===== src/rtl/rs_gf_pkg.sv =====
// Shared GF(2^M) arithmetic and state encoding for the RS key-equation solver.
// gf_mul reduces a carry-less product by the field polynomial of the caller's width.
package rs_gf_pkg;

  typedef enum logic [1:0] {IDLE, ITER, OUT} state_t;

  localparam int GF_MAXW = 16;

  function automatic logic [GF_MAXW-1:0] gf_mul(
    input logic [GF_MAXW-1:0] a,
    input logic [GF_MAXW-1:0] b,
    input int                 m,
    input logic [GF_MAXW:0]   poly
  );
    logic [GF_MAXW:0]   aa;
    logic [GF_MAXW-1:0] bs;
    logic [GF_MAXW-1:0] p;
    aa = {1'b0, a};
    bs = b;
    p  = '0;
    for (int i = 0; i < GF_MAXW; i++) begin
      if (i < m) begin
        if (bs[0]) p = p ^ aa[GF_MAXW-1:0];
        bs = bs >> 1;
        aa = aa << 1;
        if ((aa & ((GF_MAXW+1)'(1) << m)) != '0) aa = aa ^ poly;
      end
    end
    return p;
  endfunction

endpackage


===== src/rtl/rs_gf_mul_vec.sv =====
// Dot product of T+1 coefficient pairs over GF(2^M).
// Serves both the BM discrepancy and the omega coefficients.
module rs_gf_mul_vec
  import rs_gf_pkg::*;
#(
  parameter int         M         = 8,
  parameter int         T         = 3,
  parameter logic [M:0] PRIM_POLY = 9'h187
) (
  input  logic [(T+1)*M-1:0] a,
  input  logic [(T+1)*M-1:0] b,
  output logic [M-1:0]       y
);

  always_comb begin
    y = '0;
    for (int j = 0; j <= T; j++) begin
      y = y ^ M'(gf_mul(GF_MAXW'(a[j*M +: M]),
                        GF_MAXW'(b[j*M +: M]),
                        M, (GF_MAXW+1)'(PRIM_POLY)));
    end
  end

endmodule


===== src/rtl/rs_bm_solver.sv =====
// Inversionless Berlekamp-Massey solver: 2T syndromes in, lambda/omega
// streamed one coefficient pair per beat with degree and fail flag.
module rs_bm_solver
  import rs_gf_pkg::*;
#(
  parameter int         M         = 8,
  parameter int         T         = 3,
  parameter logic [M:0] PRIM_POLY = 9'h187
) (
  input  logic                       clk,
  input  logic                       clrn,
  input  logic                       syn_valid,
  output logic                       syn_ready,
  input  logic [2*T*M-1:0]           syn_data,
  output logic                       out_valid,
  input  logic                       out_ready,
  output logic [$clog2(T+1)-1:0]     out_idx,
  output logic [M-1:0]               out_lambda,
  output logic [M-1:0]               out_omega,
  output logic                       out_last,
  output logic [$clog2(2*T+1)-1:0]   out_deg,
  output logic                       out_fail
);

  localparam int CW = $clog2(2*T+1);
  localparam int IW = $clog2(T+1);
  localparam int LW = (T+2)*M;
  localparam int BW = (T+1)*M;

  state_t            state;
  logic [2*T*M-1:0]  syn;
  logic [LW-1:0]     lam;
  logic [LW-1:0]     lam_n;
  logic [BW-1:0]     bb;
  logic [BW-1:0]     bb_n;
  logic [M-1:0]      gamma;
  logic [M-1:0]      gamma_n;
  logic [CW-1:0]     len;
  logic [CW-1:0]     len_n;
  logic [CW-1:0]     r;
  logic [BW-1:0]     win;
  logic [M-1:0]      vec_y;
  logic [M-1:0]      delta;
  logic              upd;
  int                k;

  function automatic logic [M-1:0] mul(
    input logic [M-1:0] a,
    input logic [M-1:0] b
  );
    return M'(gf_mul(GF_MAXW'(a), GF_MAXW'(b), M,
                     (GF_MAXW+1)'(PRIM_POLY)));
  endfunction

  // syndrome window S_{k+1-j}: k is r while iterating, idx while streaming
  always_comb begin
    k   = (state == OUT) ? int'(out_idx) : int'(r);
    win = '0;
    for (int j = 0; j <= T; j++) begin
      if (j <= k) win[j*M +: M] = syn[(k-j)*M +: M];
    end
  end

  rs_gf_mul_vec #(
    .M         (M),
    .T         (T),
    .PRIM_POLY (PRIM_POLY)
  ) u_vec (
    .a (lam[BW-1:0]),
    .b (win),
    .y (vec_y)
  );

  assign delta = vec_y;
  assign upd   = (delta != '0) && ({len, 1'b0} <= {1'b0, r});

  always_comb begin
    lam_n = '0;
    lam_n[M-1:0] = mul(gamma, lam[M-1:0]);
    for (int j = 1; j <= T+1; j++) begin
      lam_n[j*M +: M] = mul(gamma, lam[j*M +: M])
                      ^ mul(delta, bb[(j-1)*M +: M]);
    end
  end

  assign bb_n    = upd ? lam[BW-1:0] : {bb[T*M-1:0], {M{1'b0}}};
  assign gamma_n = upd ? delta : gamma;
  assign len_n   = upd ? (r + CW'(1) - len) : len;

  assign out_lambda = lam[out_idx*M +: M];
  assign out_omega  = (state == OUT && out_idx != IW'(T)) ? vec_y : '0;

  always_ff @(posedge clk or negedge clrn) begin
    if (!clrn) begin
      state     <= IDLE;
      syn       <= '0;
      lam       <= '0;
      bb        <= '0;
      gamma     <= '0;
      len       <= '0;
      r         <= '0;
      syn_ready <= 1'b1;
      out_valid <= 1'b0;
      out_idx   <= '0;
      out_last  <= 1'b0;
      out_deg   <= '0;
      out_fail  <= 1'b0;
    end else begin
      unique case (state)
        IDLE: begin
          if (syn_valid) begin
            syn       <= syn_data;
            lam       <= LW'(1);
            bb        <= BW'(1);
            gamma     <= M'(1);
            len       <= '0;
            r         <= '0;
            syn_ready <= 1'b0;
            state     <= ITER;
          end
        end
        ITER: begin
          lam   <= lam_n;
          bb    <= bb_n;
          gamma <= gamma_n;
          len   <= len_n;
          if (r == CW'(2*T-1)) begin
            state     <= OUT;
            out_valid <= 1'b1;
            out_idx   <= '0;
            out_last  <= 1'b0;
            out_deg   <= len_n;
            out_fail  <= len_n > CW'(T);
          end else begin
            r <= r + CW'(1);
          end
        end
        OUT: begin
          if (out_ready) begin
            if (out_last) begin
              state     <= IDLE;
              out_valid <= 1'b0;
              out_last  <= 1'b0;
              out_idx   <= '0;
              syn_ready <= 1'b1;
            end else begin
              out_idx  <= out_idx + IW'(1);
              out_last <= (out_idx == IW'(T-1));
            end
          end
        end
        default: state <= IDLE;
      endcase
    end
  end

endmodule


===== config.mk =====
export PLATFORM = sky130hd
export DESIGN_NAME = rs_bm_solver
export DESIGN_NICKNAME = d
export VERILOG_FILES = /design/src/rtl/rs_gf_pkg.sv /design/src/rtl/rs_gf_mul_vec.sv /design/src/rtl/rs_bm_solver.sv
export SDC_FILE = /design/constraint.sdc
export NUM_CORES = 1
export LEC_CHECK = 0
export BUFFER_PORTS_ARGS = -buffer_cell sky130_fd_sc_hd__buf_2
export CAP_MARGIN = 25
export CORE_MARGIN = 1
export CORE_UTILIZATION = 45
export DETAILED_ROUTE_END_ITERATION = 16
export GPL_TIMING_DRIVEN = 0
export SYNTH_ARGS = -nofsm -noshare
export SYNTH_HDL_FRONTEND = slang
export SYNTH_HIERARCHICAL = 1
export SYNTH_SLANG_ARGS = --single-unit

===== constraint.sdc =====
create_clock -name clk -period 14.9 [get_ports clk]
set_clock_uncertainty 0.15 [all_clocks]
set_input_delay 2.98 -clock clk [delete_from_list [all_inputs] [get_ports clk]]
set_output_delay 2.98 -clock clk [all_outputs]
set_load 0.01 [all_outputs]

==> summary.txt <==
CP Launch Type - flip-flop
Final GP Congestion - 1.03
Cell Area, Placed - 0.0205 mm^2
total core area - 0.0421 mm^2
Layout area overhead - 9.48%
sequential area share after synthesis - 0.167
worst endpoint required time - 11.77 ns
synthesized cell area - 0.0193 mm^2
DRT iter0 DRCs - 2131
initial core utilization - 0.458
crit path max-delay cell type - xnor2_2
CP max stage delay - 0.77 ns
cell area after layout - 0.0211 mm^2
router iterations before antenna repair - 6
cells after synthesis - 2657
nets@finish - 2833
antenna violations before repair - 2
Data arrival, critical path - 9.49 ns
clock-pin slew on the worst setup and hold paths - 0.06 ns
Peak Freq - 79.2 MHz
global-route wire length before repair - 122000 um
root buf cell - clkbuf_16
number of synthesized flops with an enable pin - 0
Sink Count - 129
Hold-fix buffers, CTS - 0
routed len/inst - 25.2 um
Worst-Margin Slew - 1.18 ns
TritonCTS clock tree - built
Port-buffer cells - 76
Max Slew Vio Count - 0
Final TNS setup - 0 ns
Worst Setup End Kind - output port
slew margin rel. - 0.214
vias per inst - 5.87
Max-Cap Viols - 0
vias in the first global route - 18.4k
Final Hold Viols - 0
Num CTS Buffers - 17
RSZ-0062 raised after global routing - false
hpwl dp - 64600 um
die span in y - 209 um
Crit Path Category - reg -> out
CTS max path bufs - 2
Resized Gates After CTS - 0
FFs w/ async S/R, synth - 1.00
worst-path maximum fanout - 11
fin util - 0.502
vias - 19.5k
pin count of the biggest net entering global routing - 95
worst hold path class - reg -> reg
Antenna Nets Post-Route - 0
chip width - 209 um
Post-Syn Nets - 2727
WHS - 0.327 ns
Skew-Pair Late Insertion Delay - 0.49 ns
drt total wl - 83700 um
Setup Buffers After CTS - 0
status - finished clean
IO Pins - 77
#FFs+latches synth - 129
min Tclk post-route - 12.62 ns
Rows - 75
YS warnings - 6
syn_area_per_cell - 7.27 um^2
crit share post-route - 0.847
share of layout cells above drive strength 1 - 0.0814
Top FF cell, synth - dfrtp_1
area of the die - 0.0437 mm^2
CTS H-tree depth - 4
Finish-stage setup viols - 0
All-Layer GR Usage - 0.385
# DRC - 0
Distinct cells, synth - 80
global route overflow - 0
-- state kept, by name, indices dropped and copies added (netlist names), 2 cells and up --
register and flops:
gamma 8, lam 32, bb 24, out_deg 3
out_idx 2, state 2, syn 48, r 3
len 3
-- final cells by class --
type / instances / area [um^2]
inverter: 35 / 131
multi-input combinational: 2254 / 15000
clock inverter: 14 / 198
clock buffer: 18 / 429
buffer: 239 / 981
timing repair buffer: 87 / 497
antenna: 3 / 7.51
fill: 4344 / 21000
tap: 539 / 674
sequential: 129 / 3230
-- logic make-up after synthesis --
| family | count (synthesis) | synth area share |
|---|---|---|
| muxes | 128 | 0.0753 |
| and+or+nand+nor | 1059 | 0.223 |
| DFF | 129 | 0.167 |
| buffers and inverters | 274 | 0.0576 |
| xor gates and xnor gates | 695 | 0.351 |
| adders and majority gates | 18 | 0.0121 |
| AOI/OAI and AO/OA | 354 | 0.114 |
-- cells in the mapped netlist, types with 24 or more instances --
cell type,count,area (um^2)
a21oi_1,62,310
nor2_1,112,420
inv_1,33,124
o21ai_1,41,205
o21ai_0,96,480
xnor3_1,33,743
clkbuf_1,171,642
nand3_1,49,245
dfrtp_1,128,3200
nand2_1,806,3030
xor2_1,143,1250
o211ai_1,24,180
buf_2,40,200
mux2i_1,92,921
xnor2_1,499,4370
-- critical path: cells and delay by family, from the launching register on --
kind,cells,cell delay (ns)
AO/OA/AOI/OAI,1,0.20
AND/OR/NAND/NOR,3,0.48
XOR/XNOR,7,2.33
multiplexers,2,0.83
adder cells (fa/ha/maj),2,0.50
buffers and inverters,11,4.26
flip-flops,1,0.37
-- metrics by stage --
stage / setup slack [ns] / instances
global placement: 2.53 / 3272
floorplan: 5.70 / 2657
detailed placement: 3.02 / 3280
global route: 2.01 / 3315
finish: 2.28 / 3318
CTS: 2.43 / 3312
-- metal layers --
metal,global-route usage,share of wire
met5,0,0.00016
met3,0.0663,0.081
met1,0.479,0.40
met4,0.264,0.080
met2,0.609,0.44
-- final timing paths --
kind,from,end,slack [ns],cells past startpoint
worst max-delay path,out_idx[0]$_DFFE_PN0P_,out_omega[2],2.28,26
min in group asynchronous,clrn,r[1]$_DFFE_PN0P_,2.25,1
worst min-delay path,out_deg[0]$_DFFE_PN0P_,out_deg[0]$_DFFE_PN0P_,0.33,2
worst max register to register,out_idx[0]$_DFFE_PN0P_,lam[23]$_DFFE_PN0P_,3.86,32
worst min register to register,out_deg[0]$_DFFE_PN0P_,out_deg[0]$_DFFE_PN0P_,0.33,2
max in group asynchronous,clrn,lam[3]$_DFFE_PN0P_,11.50,2
-- layout by cell type (no fill, tap or decap), drive strengths merged, types with 5 or more instances in the layout --
| cell | count |
|---|---|
| nor3 | 13 |
| o211ai | 24 |
| a31oi | 23 |
| o22a | 8 |
| nand2b | 17 |
| nor2 | 113 |
| xnor3 | 36 |
| o22ai | 10 |
| inv | 41 |
| nand2 | 806 |
| nand3 | 49 |
| xnor2 | 507 |
| xor2 | 147 |
| ha | 17 |
| xor3 | 5 |
| mux4 | 11 |
| clkbuf | 189 |
| dfrtp | 128 |
| and2 | 6 |
| o21ai | 137 |
| a21boi | 5 |
| a21oi | 62 |
| a22oi | 24 |
| mux2 | 25 |
| a22o | 15 |
| nor2b | 22 |
| mux2i | 92 |
| nor3b | 6 |
| buf | 155 |
| o221ai | 9 |
| and3 | 5 |
Power is left out: the tool's default activity adds up to more than one toggle a clock period on the data nets, which glitch-free logic cannot reach.
